[src/rtl/mem_pkg.sv]
// Shared types and sizing for the memory responder: FSM state encoding and word/byte widths.
package mem_pkg;

  localparam int WORD_W           = 16;
  localparam int BYTE_W           = 8;
  localparam int DEFAULT_MEM_SIZE = 256;

  typedef enum logic [1:0] {
    IDLE   = 2'd0,
    ACC_HI = 2'd1,
    ACC_LO = 2'd2,
    RESP   = 2'd3
  } state_e;

endpackage

[src/rtl/mem_responder_if.sv]
// MAR/MBR request/response channel between the fetch-side initiator and the memory responder.
interface mem_responder_if;
  import mem_pkg::*;

  logic              req_valid;
  logic              req_ready;
  logic              req_we;
  logic [WORD_W-1:0] MAR;
  logic [WORD_W-1:0] req_wdata;
  logic              rsp_valid;
  logic              rsp_ready;
  logic [WORD_W-1:0] MBR;
  logic              rsp_err;

  modport master (
    output req_valid, req_we, MAR, req_wdata, rsp_ready,
    input  req_ready, rsp_valid, MBR, rsp_err
  );

  modport slave (
    input  req_valid, req_we, MAR, req_wdata, rsp_ready,
    output req_ready, rsp_valid, MBR, rsp_err
  );

endinterface

[src/rtl/mem_responder_byte_ram.sv]
// Single-port byte array: synchronous write, combinational read, contents not reset.
module byte_ram
  import mem_pkg::*;
#(
  parameter  int MEM_SIZE = DEFAULT_MEM_SIZE,
  localparam int AW       = $clog2(MEM_SIZE)
) (
  input  logic              clk,
  input  logic              we,
  input  logic [AW-1:0]     addr,
  input  logic [BYTE_W-1:0] wdata,
  output logic [BYTE_W-1:0] rdata
);

  logic [BYTE_W-1:0] mem [MEM_SIZE];

  always_ff @(posedge clk) begin
    if (we) begin
      mem[addr] <= wdata;
    end
  end

  assign rdata = mem[addr];

endmodule

[src/rtl/mem_responder.sv]
// Word responder: accepts a MAR request, performs two big-endian byte accesses, returns MBR.
//
// state  | meaning
// IDLE   | req_ready high, waiting for a request
// ACC_HI | access byte at MAR (high byte)
// ACC_LO | access byte at (MAR+1) mod MEM_SIZE (low byte)
// RESP   | rsp_valid high, MBR/rsp_err held until rsp_ready
module mem_responder
  import mem_pkg::*;
#(
  parameter  int MEM_SIZE = DEFAULT_MEM_SIZE,
  localparam int AW       = $clog2(MEM_SIZE)
) (
  input  logic           clk,
  input  logic           rst,
  mem_responder_if.slave bus
);

  localparam logic [16:0]   ADDR_LIMIT = 17'(MEM_SIZE);
  localparam logic [AW-1:0] ADDR_LAST  = AW'(MEM_SIZE - 1);

  state_e            state_q, state_d;
  logic [AW-1:0]     addr_q, addr_d;
  logic              we_q, we_d;
  logic              err_q, err_d;
  logic [WORD_W-1:0] wdata_q, wdata_d;
  logic [WORD_W-1:0] mbr_q, mbr_d;
  logic              req_ready_q, req_ready_d;
  logic              rsp_valid_q, rsp_valid_d;
  logic              rsp_err_q, rsp_err_d;

  logic              in_range;
  logic [AW-1:0]     addr_lo;
  logic              ram_we;
  logic [AW-1:0]     ram_addr;
  logic [BYTE_W-1:0] ram_wdata;
  logic [BYTE_W-1:0] ram_rdata;

  assign in_range = ({1'b0, bus.MAR} < ADDR_LIMIT);
  assign addr_lo  = (addr_q == ADDR_LAST) ? '0 : addr_q + AW'(1);

  // Out-of-range requests still walk ACC_HI/ACC_LO but never touch the array.
  always_comb begin
    ram_addr  = (state_q == ACC_LO) ? addr_lo : addr_q;
    ram_wdata = (state_q == ACC_LO) ? wdata_q[BYTE_W-1:0] : wdata_q[WORD_W-1:BYTE_W];
    ram_we    = we_q && !err_q && ((state_q == ACC_HI) || (state_q == ACC_LO));
  end

  byte_ram #(.MEM_SIZE(MEM_SIZE)) u_ram (
    .clk   (clk),
    .we    (ram_we),
    .addr  (ram_addr),
    .wdata (ram_wdata),
    .rdata (ram_rdata)
  );

  always_comb begin
    state_d     = state_q;
    addr_d      = addr_q;
    we_d        = we_q;
    err_d       = err_q;
    wdata_d     = wdata_q;
    mbr_d       = mbr_q;
    req_ready_d = req_ready_q;
    rsp_valid_d = rsp_valid_q;
    rsp_err_d   = rsp_err_q;

    case (state_q)
      IDLE: begin
        if (bus.req_valid) begin
          addr_d      = bus.MAR[AW-1:0];
          we_d        = bus.req_we;
          wdata_d     = bus.req_wdata;
          err_d       = !in_range;
          req_ready_d = 1'b0;
          state_d     = ACC_HI;
        end
      end
      ACC_HI: begin
        if (err_q) begin
          mbr_d[WORD_W-1:BYTE_W] = '0;
        end else if (we_q) begin
          mbr_d[WORD_W-1:BYTE_W] = wdata_q[WORD_W-1:BYTE_W];
        end else begin
          mbr_d[WORD_W-1:BYTE_W] = ram_rdata;
        end
        state_d = ACC_LO;
      end
      ACC_LO: begin
        if (err_q) begin
          mbr_d[BYTE_W-1:0] = '0;
        end else if (we_q) begin
          mbr_d[BYTE_W-1:0] = wdata_q[BYTE_W-1:0];
        end else begin
          mbr_d[BYTE_W-1:0] = ram_rdata;
        end
        rsp_valid_d = 1'b1;
        rsp_err_d   = err_q;
        state_d     = RESP;
      end
      RESP: begin
        if (bus.rsp_ready) begin
          rsp_valid_d = 1'b0;
          rsp_err_d   = 1'b0;
          req_ready_d = 1'b1;
          state_d     = IDLE;
        end
      end
      default: begin
        state_d     = IDLE;
        req_ready_d = 1'b1;
        rsp_valid_d = 1'b0;
      end
    endcase
  end

  always_ff @(posedge clk or negedge rst) begin
    if (!rst) begin
      state_q     <= IDLE;
      addr_q      <= '0;
      we_q        <= 1'b0;
      err_q       <= 1'b0;
      wdata_q     <= '0;
      mbr_q       <= '0;
      req_ready_q <= 1'b1;
      rsp_valid_q <= 1'b0;
      rsp_err_q   <= 1'b0;
    end else begin
      state_q     <= state_d;
      addr_q      <= addr_d;
      we_q        <= we_d;
      err_q       <= err_d;
      wdata_q     <= wdata_d;
      mbr_q       <= mbr_d;
      req_ready_q <= req_ready_d;
      rsp_valid_q <= rsp_valid_d;
      rsp_err_q   <= rsp_err_d;
    end
  end

  assign bus.req_ready = req_ready_q;
  assign bus.rsp_valid = rsp_valid_q;
  assign bus.MBR       = mbr_q;
  assign bus.rsp_err   = rsp_err_q;

endmodule
[src/flat_wrapper.sv]
// flat-port wrapper written by rule: the top's interface ports become plain ports
module mem_responder_flat import mem_pkg::*;
#(
  parameter  int MEM_SIZE = DEFAULT_MEM_SIZE,
  localparam int AW       = $clog2(MEM_SIZE)
)
  (clk, rst, bus_req_valid, bus_req_we, bus_MAR, bus_req_wdata, bus_rsp_ready, bus_req_ready, bus_rsp_valid, bus_MBR, bus_rsp_err);
  mem_responder_if bus_i ();
  input  logic clk;
  input  logic rst;
  input wire logic [$bits(bus_i.req_valid)-1:0] bus_req_valid;
  input wire logic [$bits(bus_i.req_we)-1:0] bus_req_we;
  input wire logic [$bits(bus_i.MAR)-1:0] bus_MAR;
  input wire logic [$bits(bus_i.req_wdata)-1:0] bus_req_wdata;
  input wire logic [$bits(bus_i.rsp_ready)-1:0] bus_rsp_ready;
  output wire logic [$bits(bus_i.req_ready)-1:0] bus_req_ready;
  output wire logic [$bits(bus_i.rsp_valid)-1:0] bus_rsp_valid;
  output wire logic [$bits(bus_i.MBR)-1:0] bus_MBR;
  output wire logic [$bits(bus_i.rsp_err)-1:0] bus_rsp_err;
  assign bus_i.req_valid = bus_req_valid;
  assign bus_i.req_we = bus_req_we;
  assign bus_i.MAR = bus_MAR;
  assign bus_i.req_wdata = bus_req_wdata;
  assign bus_i.rsp_ready = bus_rsp_ready;
  assign bus_req_ready = bus_i.req_ready;
  assign bus_rsp_valid = bus_i.rsp_valid;
  assign bus_MBR = bus_i.MBR;
  assign bus_rsp_err = bus_i.rsp_err;
  mem_responder #(.MEM_SIZE(MEM_SIZE)) u_core (.clk(clk), .rst(rst), .bus(bus_i));
endmodule
[config.mk]
export PLATFORM = sky130hd
export DESIGN_NAME = mem_responder_flat
export DESIGN_NICKNAME = d
export VERILOG_FILES = /design/src/rtl/mem_pkg.sv /design/src/rtl/mem_responder_if.sv /design/src/rtl/mem_responder_byte_ram.sv /design/src/rtl/mem_responder.sv /design/src/flat_wrapper.sv
export SDC_FILE = /design/constraint.sdc
export NUM_CORES = 2
export LEC_CHECK = 0
export ABC_CLOCK_PERIOD_IN_PS = 6000
export CORE_UTILIZATION = 40
export DETAILED_ROUTE_END_ITERATION = 8
export PLACE_DENSITY = 0.59
export SYNTH_ARGS = -nofsm -noshare
export SYNTH_HDL_FRONTEND = slang
export SYNTH_SLANG_ARGS = --single-unit
[constraint.sdc]
create_clock -name clk -period 6 [get_ports clk]
set_clock_uncertainty 0.15 [all_clocks]
set_input_delay 0.9 -clock clk [delete_from_list [all_inputs] [get_ports clk]]
set_output_delay 0.9 -clock clk [all_outputs]
set_load 0.1 [all_outputs]
==> summary.md <==
- **die footprint** 212,000 um^2
- **standard cell area after detailed placement** 88,900 um^2
- **post-DR wirelength/cell** 25.0 um
- **number of global-route vias before repair** 52,500
- **layout-stage area growth over the synthesis result** 13.6%
- **largest net degree at the start of global routing** 155
- **dominant synthesized flop cell** edfxtp_1
- **top cells by area in the synthesized netlist** edfxtp_1, nand2_1, nand3_1, a21oi_1, dfrtp_1
- **setup repair bufs after CTS** 0
- **initial antenna violation count** 7
- **hold-fix buffers at CTS** 0
- **CTS tree** built
- **core region area** 208,000 um^2
- **Critical Path RT** 6.62 ns
- **Residual DRC** 0
- **number of buffers created by CTS** 206
- **number of nets still failing antenna checks after routing** 0
- **Worst slew margin** 15.7%
- **classification of the worst setup path** register to register
- **setup repair after global routing missed its margin** false
- **max-slew violation count** 0
- **Worst Max-Slew Pin Slew** 1.26 ns
- **outcome** finished clean
- **post-synthesis instance total** 6,824
- **unique cell type count in the Yosys netlist** 60
- **Setup Slack @ Placement** 0.559 ns
- **list of most frequent post-synthesis cells** nand2_1, edfxtp_1, nand3_1, a21oi_1, nor2_1
- **async set or reset register ratio after synthesis** 2.24%
- **Clock Tree Buf Depth** 3
- **CP cell instances** inv_1 > ha_2 > xor2_1 > o21ai_4 > buf_12 > buf_4 > nand3_1 > a21oi_1 > o41ai_1 > buf_4 > nand4_1 > a2111oi_0 > nand3_1 > a31oi_1
- **half-perimeter wire length of the detailed placement result** 142,000 um
- **routed vias/inst** 5.63
- **number of enable flip-flop cells after synthesis** 2,048
- **number of iterations in the first detailed-routing pass** 6
- **sequential-to-total area share from yosys stat** 74.5%
- **wire length after detailed routing** 245,000 um
- **placed cell count** 9,449
- **post-route worst setup slack** 0.460 ns
- **area share of the largest cell type after synthesis** 73.1%
- **CP max stage cell** o41ai_1
- **Final Hold Fails** 0
- **CP max FO** 32
- **Horiz. Die Dim** 460 um
- **#FFs+latches synth** 2,095
- **net count after synthesis** 6,867
- **global-route wire length before repair** 360,000 um
- **total via count in the routed design** 55,300
- **clock insertion delay at the later pin of the skew report** 0.86 ns
- **cell with the most instances after synthesis** nand2_1
- **worst hold-check path type** input pin to asynchronous set/reset pin
- **maximum capacitance violations** 0
- **# H-tree levels** 4
- **clock transition time at the flip-flop clock pins of the worst setup and hold paths** 0.06 ns
- **Initial Util** 40.4%
- **data arrival time at the worst-slack endpoint** 6.16 ns
- **share of final-layout standard cells stronger than drive strength 1** 8.55%
- **total track usage** 22.9%
- **post-synthesis average cell area** 12.3 um^2
- **Num Clock Sinks** 2,095
- **Critical Path Start Type** register
- **cell family with most CP delay** compound AO/OA/AOI/OAI gates
- **total number of placement rows** 167
- **overflow left after global routing** 0
- **element type at the critical path end** register
- **library cell with the largest summed area after synthesis** edfxtp_1
- **number of standard cells in the final layout excluding fillers** 9,831
- **violation count after the first detailed-routing iteration** 7,407
- **final weighted congestion in routability-driven placement** 0.863
- **Total Negative Setup Slacks** 0 ns
- **Tcrit/Tclk final** 92.3%
- **count of buffers from port buffering** 55
- **post-route cell area** 95,500 um^2
- **delay of the slowest critical-path stage** 0.91 ns
- **number of nets in the layout** 6,912
- **CTS resizes** 0
- **minimum clock period** 5.54 ns
- **Yosys warnings** 0
- **final setup vio count** 0
- **buffer type at the clock tree root** clkbuf_16
- **sum of buffers and inverters on the critical path** 4
- **maximum operating frequency** 181 MHz
- **count of pins on the block boundary** 56
- **post-synthesis cell area** 84,100 um^2
- **Chip Height** 460 um
-- through the flow --
step	utilization (%)	hold WS, ns
floorplan	-	0.346
global placement	42.8	0.368
detailed placement	42.8	0.377
CTS	45.9	0.0719
global route	45.9	0.148
finish	45.9	0.0881
-- sequential cells by signal, indices dropped and copies added (netlist names) --
| signal | flops |
|---|---|
| u_core.u_ram.mem | 2048 |
| u_core.bus.MBR | 16 |
| u_core.wdata_q | 16 |
| u_core.addr_q | 8 |
| u_core.state_q | 2 |
| u_core.bus.req_ready | 1 |
| u_core.bus.rsp_err | 1 |
| u_core.bus.rsp_valid | 1 |
| u_core.err_q | 1 |
| u_core.we_q | 1 |
-- per-layer routing --
metal	global-route usage, %	up-vias	routed length [um]
met5	0	-	8
met4	7.18	2	7540
met3	4.27	372	21300
met2	35.6	2505	113000
met1	32.4	27800	103000
li1	-	24700	-
-- cell families (layout without fill, tap and decap cells) --
family | count (synthesis) | in the layout | share of synthesized area [%]
adders and majority gates | 6 | 6 | 0.0893
buffers and inverters | 478 | 694 | 2.37
and+or+nand+nor | 3469 | 3469 | 17.3
muxes | 50 | 50 | 0.677
xor gates and xnor gates | 10 | 10 | 0.113
other | 0 | 3 | 0
DFF | 2095 | 2095 | 74.5
AOI/OAI and AO/OA | 716 | 716 | 4.88
-- layout by cell type (no fill, tap or decap), drive strengths merged, types with 8 or more instances in the layout --
cell type / netlist / final
nand2: 2080 / 2080
edfxtp: 2048 / 2048
nand3: 958 / 958
a21oi: 474 / 474
nor2: 293 / 293
clkbuf: 197 / 255
buf: 272 / 252
clkinv: 0 / 94
a31oi: 62 / 62
o41ai: 55 / 55
clkdlybuf4s50: 0 / 54
nor4: 48 / 48
dfrtp: 46 / 46
o21ai: 39 / 39
o22ai: 36 / 36
mux2: 35 / 35
and3: 34 / 34
bufinv: 0 / 18
inv: 9 / 15
mux2i: 14 / 14
nor3: 13 / 13
a311oi: 12 / 12
nand4: 12 / 12
or3: 10 / 10
xnor2: 8 / 8
-- worst register-to-register path: cells and delay by family (launching register included) --
family          cells  cell delay (ns)
fa+ha+maj           1             0.49
flops               1             0.41
buf+inv             4             0.90
simple gates        3             0.72
compound gates      5             2.19
xor+xnor            1             0.60
-- layout make-up --
type | count | area [um^2]
repair buffers | 306 | 3020
clock inverters | 124 | 1140
inverters | 9 | 33.8
multi-input cells | 4251 | 19700
clock buffers | 255 | 5450
fillers | 18400 | 112000
flip-flops and latches | 2095 | 62700
well taps | 2788 | 3490
diodes | 3 | 7.51
-- worst paths after layout --
| path | start | end | slack, ns | cells after the start |
|---|---|---|---|---|
| max in group asynchronous | rst | u_core.addr_q[1] | 4.95 | 1 |
| worst min register to register | u_core.bus.req_ready | u_core.bus.req_ready | 0.39 | 2 |
| worst max-delay path | u_core.state_q[0] | u_core.bus.MBR[14] | 0.46 | 14 |
| min in group clk | u_core.bus.req_ready | u_core.bus.req_ready | 0.39 | 2 |
| worst min-delay path | rst | u_core.bus.rsp_valid | 0.09 | 1 |
| worst max register to register | u_core.state_q[0] | u_core.bus.MBR[14] | 0.46 | 14 |
Power is left out: the tool's default activity adds up to more than one toggle a clock period on the data nets, which glitch-free logic cannot reach.
